$ cat src/rtl/countdown_sequencer.sv
// Control sequencer for a mm:ss countdown timer: edge-detected buttons drive an
// IDLE/SET_MIN/SET_SEC/RUN machine with a 1 s tick prescaler, auto-repeat and a blinking alarm.
module countdown_sequencer #(
    parameter int TICK_DIV    = 100000000,
    parameter int REPEAT_DLY  = 50000000,
    parameter int REPEAT_RATE = 10000000,
    parameter int ALARM_TICKS = 8
) (
    input  logic       clk,
    input  logic       reset,
    input  logic       trig,
    input  logic       set,
    input  logic       up,
    input  logic       down,
    input  logic       complete,
    output logic       init_regs,
    output logic       count_enabled,
    output logic       inc,
    output logic       dec,
    output logic       min,
    output logic [3:0] state,
    output logic       alarm
);
    localparam int HALF      = (TICK_DIV / 2 > 0) ? TICK_DIV / 2 : 1;
    localparam int ALARM_LEN = ALARM_TICKS * TICK_DIV;
    localparam int REP_MAX   = (REPEAT_DLY > REPEAT_RATE) ? REPEAT_DLY : REPEAT_RATE;
    localparam int PW        = $clog2(TICK_DIV + 1);
    localparam int RW        = $clog2(REP_MAX + 1);
    localparam int HW        = $clog2(HALF + 1);
    localparam int AW        = $clog2(ALARM_LEN + 1);

    localparam logic [PW-1:0] TICK_LAST  = PW'(TICK_DIV - 1);
    localparam logic [RW-1:0] DLY_LAST   = RW'(REPEAT_DLY - 1);
    localparam logic [RW-1:0] RATE_LAST  = RW'(REPEAT_RATE - 1);
    localparam logic [HW-1:0] HALF_LAST  = HW'(HALF - 1);
    localparam logic [AW-1:0] ALARM_LAST = AW'(ALARM_LEN - 1);

    typedef enum logic [3:0] {
        IDLE    = 4'b0001,
        SET_MIN = 4'b0010,
        SET_SEC = 4'b0100,
        RUN     = 4'b1000
    } state_t;

    state_t        state_q, state_nx;
    logic          trig_p1, set_p1, up_p1, down_p1, primed;
    logic          trig_ev, set_ev, up_ev, down_ev, any_ev;
    logic [PW-1:0] presc;
    logic          tick;
    logic          rep_active, rep_first, rep_up;
    logic [RW-1:0] rep_cnt;
    logic          in_set, rep_hold, rep_fire, rep_start;
    logic          alarm_active;
    logic [HW-1:0] half_cnt;
    logic [AW-1:0] alarm_cnt;
    logic          init_nx, min_nx, ce_nx, inc_nx, dec_nx, done;

    // Edge detection; the first cycle after reset only samples, so held levels give no event.
    always_ff @(posedge clk or negedge reset) begin
        if (!reset) begin
            primed  <= 1'b0;
            trig_p1 <= 1'b0;
            set_p1  <= 1'b0;
            up_p1   <= 1'b0;
            down_p1 <= 1'b0;
        end else begin
            primed  <= 1'b1;
            trig_p1 <= trig;
            set_p1  <= set;
            up_p1   <= up;
            down_p1 <= down;
        end
    end

    assign trig_ev = primed & trig & ~trig_p1;
    assign set_ev  = primed & set  & ~set_p1;
    assign up_ev   = primed & up   & ~up_p1;
    assign down_ev = primed & down & ~down_p1;
    assign any_ev  = trig_ev | set_ev | up_ev | down_ev;

    assign in_set    = (state_q == SET_MIN) || (state_q == SET_SEC);
    assign tick      = (state_q == RUN) && (presc == TICK_LAST);
    assign rep_start = in_set && !trig_ev && !set_ev && (up_ev != down_ev);
    assign rep_hold  = in_set && !trig_ev && !set_ev &&
                       (rep_up ? (up && !down) : (down && !up));
    assign rep_fire  = rep_active && rep_hold &&
                       (rep_cnt == (rep_first ? DLY_LAST : RATE_LAST));

    always_comb begin
        state_nx = state_q;
        ce_nx    = 1'b0;
        inc_nx   = 1'b0;
        dec_nx   = 1'b0;
        done     = 1'b0;
        case (state_q)
            IDLE: begin
                if (set_ev) state_nx = SET_MIN;
            end
            SET_MIN, SET_SEC: begin
                if (trig_ev) begin
                    if (!complete) state_nx = RUN;
                end else if (set_ev) begin
                    state_nx = (state_q == SET_MIN) ? SET_SEC : SET_MIN;
                end else if (up_ev != down_ev) begin
                    inc_nx = up_ev;
                    dec_nx = down_ev;
                end else if (rep_fire) begin
                    inc_nx = rep_up;
                    dec_nx = ~rep_up;
                end
            end
            RUN: begin
                // Pausing returns to the field held in min, which is frozen during RUN.
                if (trig_ev) begin
                    state_nx = min ? SET_MIN : SET_SEC;
                end else if (tick) begin
                    if (complete) begin
                        state_nx = SET_MIN;
                        done     = 1'b1;
                    end else begin
                        ce_nx = 1'b1;
                    end
                end
            end
            default: state_nx = IDLE;
        endcase
        init_nx = (state_nx == IDLE);
        if (state_nx == SET_MIN)      min_nx = 1'b1;
        else if (state_nx == SET_SEC) min_nx = 1'b0;
        else                          min_nx = min;
    end

    always_ff @(posedge clk or negedge reset) begin
        if (!reset) begin
            state_q       <= IDLE;
            init_regs     <= 1'b1;
            min           <= 1'b0;
            count_enabled <= 1'b0;
            inc           <= 1'b0;
            dec           <= 1'b0;
        end else begin
            state_q       <= state_nx;
            init_regs     <= init_nx;
            min           <= min_nx;
            count_enabled <= ce_nx;
            inc           <= inc_nx;
            dec           <= dec_nx;
        end
    end

    assign state = state_q;

    // Prescaler sits at zero outside RUN, so every RUN entry starts a full tick period.
    always_ff @(posedge clk or negedge reset) begin
        if (!reset)                presc <= '0;
        else if (state_q != RUN)   presc <= '0;
        else if (tick)             presc <= '0;
        else                       presc <= presc + PW'(1);
    end

    always_ff @(posedge clk or negedge reset) begin
        if (!reset) begin
            rep_active <= 1'b0;
            rep_first  <= 1'b0;
            rep_up     <= 1'b0;
            rep_cnt    <= '0;
        end else if (rep_start) begin
            rep_active <= 1'b1;
            rep_first  <= 1'b1;
            rep_up     <= up_ev;
            rep_cnt    <= '0;
        end else if (rep_active) begin
            if (!rep_hold) begin
                rep_active <= 1'b0;
            end else if (rep_fire) begin
                rep_first <= 1'b0;
                rep_cnt   <= '0;
            end else begin
                rep_cnt <= rep_cnt + RW'(1);
            end
        end
    end

    // Completion outranks a same-cycle button edge; otherwise any edge silences the alarm.
    always_ff @(posedge clk or negedge reset) begin
        if (!reset) begin
            alarm_active <= 1'b0;
            alarm        <= 1'b0;
            half_cnt     <= '0;
            alarm_cnt    <= '0;
        end else if (done) begin
            alarm_active <= 1'b1;
            alarm        <= 1'b1;
            half_cnt     <= '0;
            alarm_cnt    <= '0;
        end else if (any_ev) begin
            alarm_active <= 1'b0;
            alarm        <= 1'b0;
        end else if (alarm_active) begin
            if (alarm_cnt == ALARM_LAST) begin
                alarm_active <= 1'b0;
                alarm        <= 1'b0;
            end else begin
                alarm_cnt <= alarm_cnt + AW'(1);
                if (half_cnt == HALF_LAST) begin
                    half_cnt <= '0;
                    alarm    <= ~alarm;
                end else begin
                    half_cnt <= half_cnt + HW'(1);
                end
            end
        end
    end
endmodule
$ cat config.mk
export PLATFORM = sky130hd
export DESIGN_NAME = countdown_sequencer
export DESIGN_NICKNAME = d
export VERILOG_FILES = /design/src/rtl/countdown_sequencer.sv
export SDC_FILE = /design/constraint.sdc
export NUM_CORES = 1
export LEC_CHECK = 0
export BUFFER_PORTS_ARGS = -buffer_cell sky130_fd_sc_hd__clkbuf_2
export CORE_MARGIN = 1
export CORE_UTILIZATION = 60
export CTS_BUF_LIST = sky130_fd_sc_hd__clkbuf_4 sky130_fd_sc_hd__clkbuf_8 sky130_fd_sc_hd__clkbuf_16
export DETAILED_ROUTE_END_ITERATION = 10
export GPL_TIMING_DRIVEN = 0
export MAX_ROUTING_LAYER = met4
export PLACE_DENSITY = 0.8
export SYNTH_ARGS = -nofsm -noshare
export SYNTH_HDL_FRONTEND = slang
export SYNTH_SLANG_ARGS = --single-unit
$ cat constraint.sdc
create_clock -name clk -period 2.72 [get_ports clk]
set_input_delay 0.272 -clock clk [delete_from_list [all_inputs] [get_ports clk]]
set_output_delay 0.272 -clock clk [all_outputs]
set_load 0.03 [all_outputs]
==> run metrics <==
status complete, no violations; Ys Warns 0; Reg clk slew, reported paths roughly 0.06 ns; Final setup viols 0; crit end category flip-flop; Final Max Slew Viols 0; Overflow after GRT 0; Antenna Cells 0; Final Critical Period between 2 and 3 ns; Leakage 3.20 nW; Int Pwr 3.25 mW; syn nets between 700 and 800; peak supply drop around 0.00054 V; PortBufs 16; Final Skew between 0.006 and 0.007 ns; Final ANT Viol Nets 0; PwrDens 535 nW/µm²; top cells by count, synth 126 x dfrtp_1, 114 x nor2_1, 69 x xnor2_1; Post-synth top flop dfrtp_1; most common cell in the netlist dfrtp_1; CP arrival roughly 2.8 ns; final wirelength about 16000 µm; placed cell area 7260 µm²; CTS tree done; Design Power around 4.2 mW; Yosys top cell by area dfrtp_1; First-pass DRT Iterations 5; starting density of the core 0.629; total CTS buffers 17; Slew HR 0.378; Worst Max-Slew Pin Slew ~0.93 ns; CP Max Fanout 10; Post-synth EDFFs 0; DRC 0; Final Cell Area approximately 7900 µm²; Routed WL per cell about 17 µm; latest clock arrival within the worst-skew pair 0.42 ns; Final Hold Fails 0; Seq pwr share 0.457; Worst Setup Start Kind flip-flop; clock sink count 128; NetSw 0.959 mW; Synth Area per Inst around 9 µm²; number of global-route vias before repair 5844; largest net degree at the start of global routing between 70 and 80; num rows 38; cell chain of the critical path ha_1 -> inv_1 -> nor4_2 -> clkbuf_1 -> nor3_1 -> xnor2_1 -> nor2_1; GPL Wtd Cong ~0.93; flops & latches, synth between 100 and 150; final period utilization 0.929; first-pass GRT wire length ~27000 µm; WP buf/inv 2; share of layout cells above drive strength 1 0.106; synth unique cells 64; largest cells by area after synthesis dfrtp_1 45%, xnor2_1 8.7%, nor2_1 6.1%; fin nets around 820; Clk pwr share 0.514; register area share after synthesis 0.460; Total GRT Usage 0.302; Vias/cell slightly above 6; Crit path required time between 3 and 4 ns; antenna violations before repair 0; max cap viols 0; Crit path max-delay family simple AND/OR/NAND/NOR gates; clk buf depth 2; synthesis-to-finish area growth 13.1%; cells after synthesis a little under 800; Worst Hold Class in -> reg; Fmax achieved 396 MHz; synthesized cell area a little under 7000 µm²; Comb pwr share 0.030; die width 110 µm; critical path class reg -> reg; CP peak stage delay approximately 0.6 ns; Async SR Flop Fraction 1.00; Placeable Area between 10000 and 15000 µm²; Die H between 100 and 150 µm; 1st-iter DRT viols around 410; total number of vias 5951; H-tree lvl count 4; switching part of the total 0.228; detailed placement HPWL about 11000 µm; io pins 17; CP max-delay cell nor4_2; post-synth top area share 0.453; root buffer cell clkbuf_16; full die area 12000 µm²
-- power groups by stage --
stage	Combinational [mW]	Sequential, mW	Clock (mW)
2_1_floorplan	0.0468	1.96	0
4_1_cts	0.124	1.92	2.17
3_5_place_dp	0.119	1.96	0
5_1_grt	0.139	1.92	2.26
6_report	0.126	1.92	2.16
3_3_place_gp	0.109	1.96	0
-- per-stage QoR --
| step | setup TNS, ns | hold WS (ns) | util | cells | setup slack (ns) |
|---|---|---|---|---|---|
| after floorplan | 0 | -0.0236 | - | 770 | 0.581 |
| after global placement | -63.45 | 0.397 | 0.652 | 926 | -0.512 |
| after detailed placement | 0 | 0.258 | 0.655 | 927 | 0.0777 |
| after CTS | 0 | 0.00316 | 0.709 | 962 | 0.0210 |
| after global routing | -0.000766 | 0.00725 | 0.711 | 963 | -0.000766 |
| final | 0 | 0.0201 | 0.711 | 963 | 0.192 |
-- flip-flops by register name (all words and copies together), names as in the netlist --
| register | count |
|---|---|
| alarm | 1 |
| alarm_active | 1 |
| alarm_cnt | 30 |
| count_enabled | 1 |
| dec | 1 |
| down_p1 | 1 |
| half_cnt | 26 |
| inc | 1 |
| init_regs | 1 |
| min | 1 |
| presc | 27 |
| primed | 1 |
| rep_active | 1 |
| rep_cnt | 26 |
| rep_first | 1 |
| rep_up | 1 |
| set_p1 | 1 |
| state | 4 |
| trig_p1 | 1 |
| up_p1 | 1 |
-- final timing paths --
| kind | start | endpoint | slack, ns | cells after the start |
|---|---|---|---|---|
| max | alarm_cnt[0] | alarm_cnt[3] | 0.19 | 7 |
| min | up | up_p1 | 0.02 | 1 |
| max reg2reg | alarm_cnt[0] | alarm_cnt[3] | 0.19 | 7 |
| min reg2reg | presc[0] | presc[0] | 0.49 | 1 |
| max in group asynchronous | reset | half_cnt[14] | 1.64 | 3 |
| min in group asynchronous | reset | rep_cnt[16] | 0.37 | 2 |
-- worst register-to-register path: stages (launching register included) --
cell and delay [ns]:
dfrtp_1 0.40, ha_1 0.35, inv_1 0.20, nor4_2 0.60
clkbuf_1 0.49, nor3_1 0.14, xnor2_1 0.17, nor2_1 0.06
-- placed cells by master (no fill, tap or decap), drive strengths merged, types with 5 or more instances in the layout --
master	instances
nand2	59
nor4	34
o21a	5
nor4b	8
or4	6
o21ai	25
xor2	11
clkbuf	55
nand4	30
nand3b	6
a21oi	26
buf	18
and3	19
inv	15
nor3b	6
nor3	40
nand3	48
clkinv	8
a31oi	5
or3	12
dfrtp	126
o211ai	5
nor2b	5
nor2	114
xnor2	69
and4	8
and2	10
-- final cells by class --
type,instances,area [µm²]
Timing Repair Buffer,22,161
Multi-Input combinational cell,591,3540
Buffer,35,169
Sequential cell,128,3210
Fill cell,841,3200
Clock buffer,19,453
Clock inverter,13,115
Tap cell,140,175
Inverter,15,56.3
-- per-layer routing --
metal	vias to the layer above	routed length, µm	GRT usage
met2	189	7940	0.482
met5	-	0	-
met3	33	872	0.0646
met1	2916	7090	0.376
met4	0	295	0.118
li1	2813	-	-
-- cell families after synthesis --
family / synth area share
other: 0.000538
AOI/OAI and AO/OA: 0.0746
DFF: 0.460
muxes: 0.00467
and+or+nand+nor: 0.319
adders and majority gates: 0.00719
buffers and inverters: 0.0327
xor gates and xnor gates: 0.101
-- repair_timing --
action | CTS | global route
hold buffers | 3 | 0
endpoints found under the hold margin | 52 | 0
buffers inserted | 0 | 2
gates resized for setup | 0 | 4
setup endpoints to repair | 0 | 68
No activity file was read; power rests on OpenSTA's default activity.
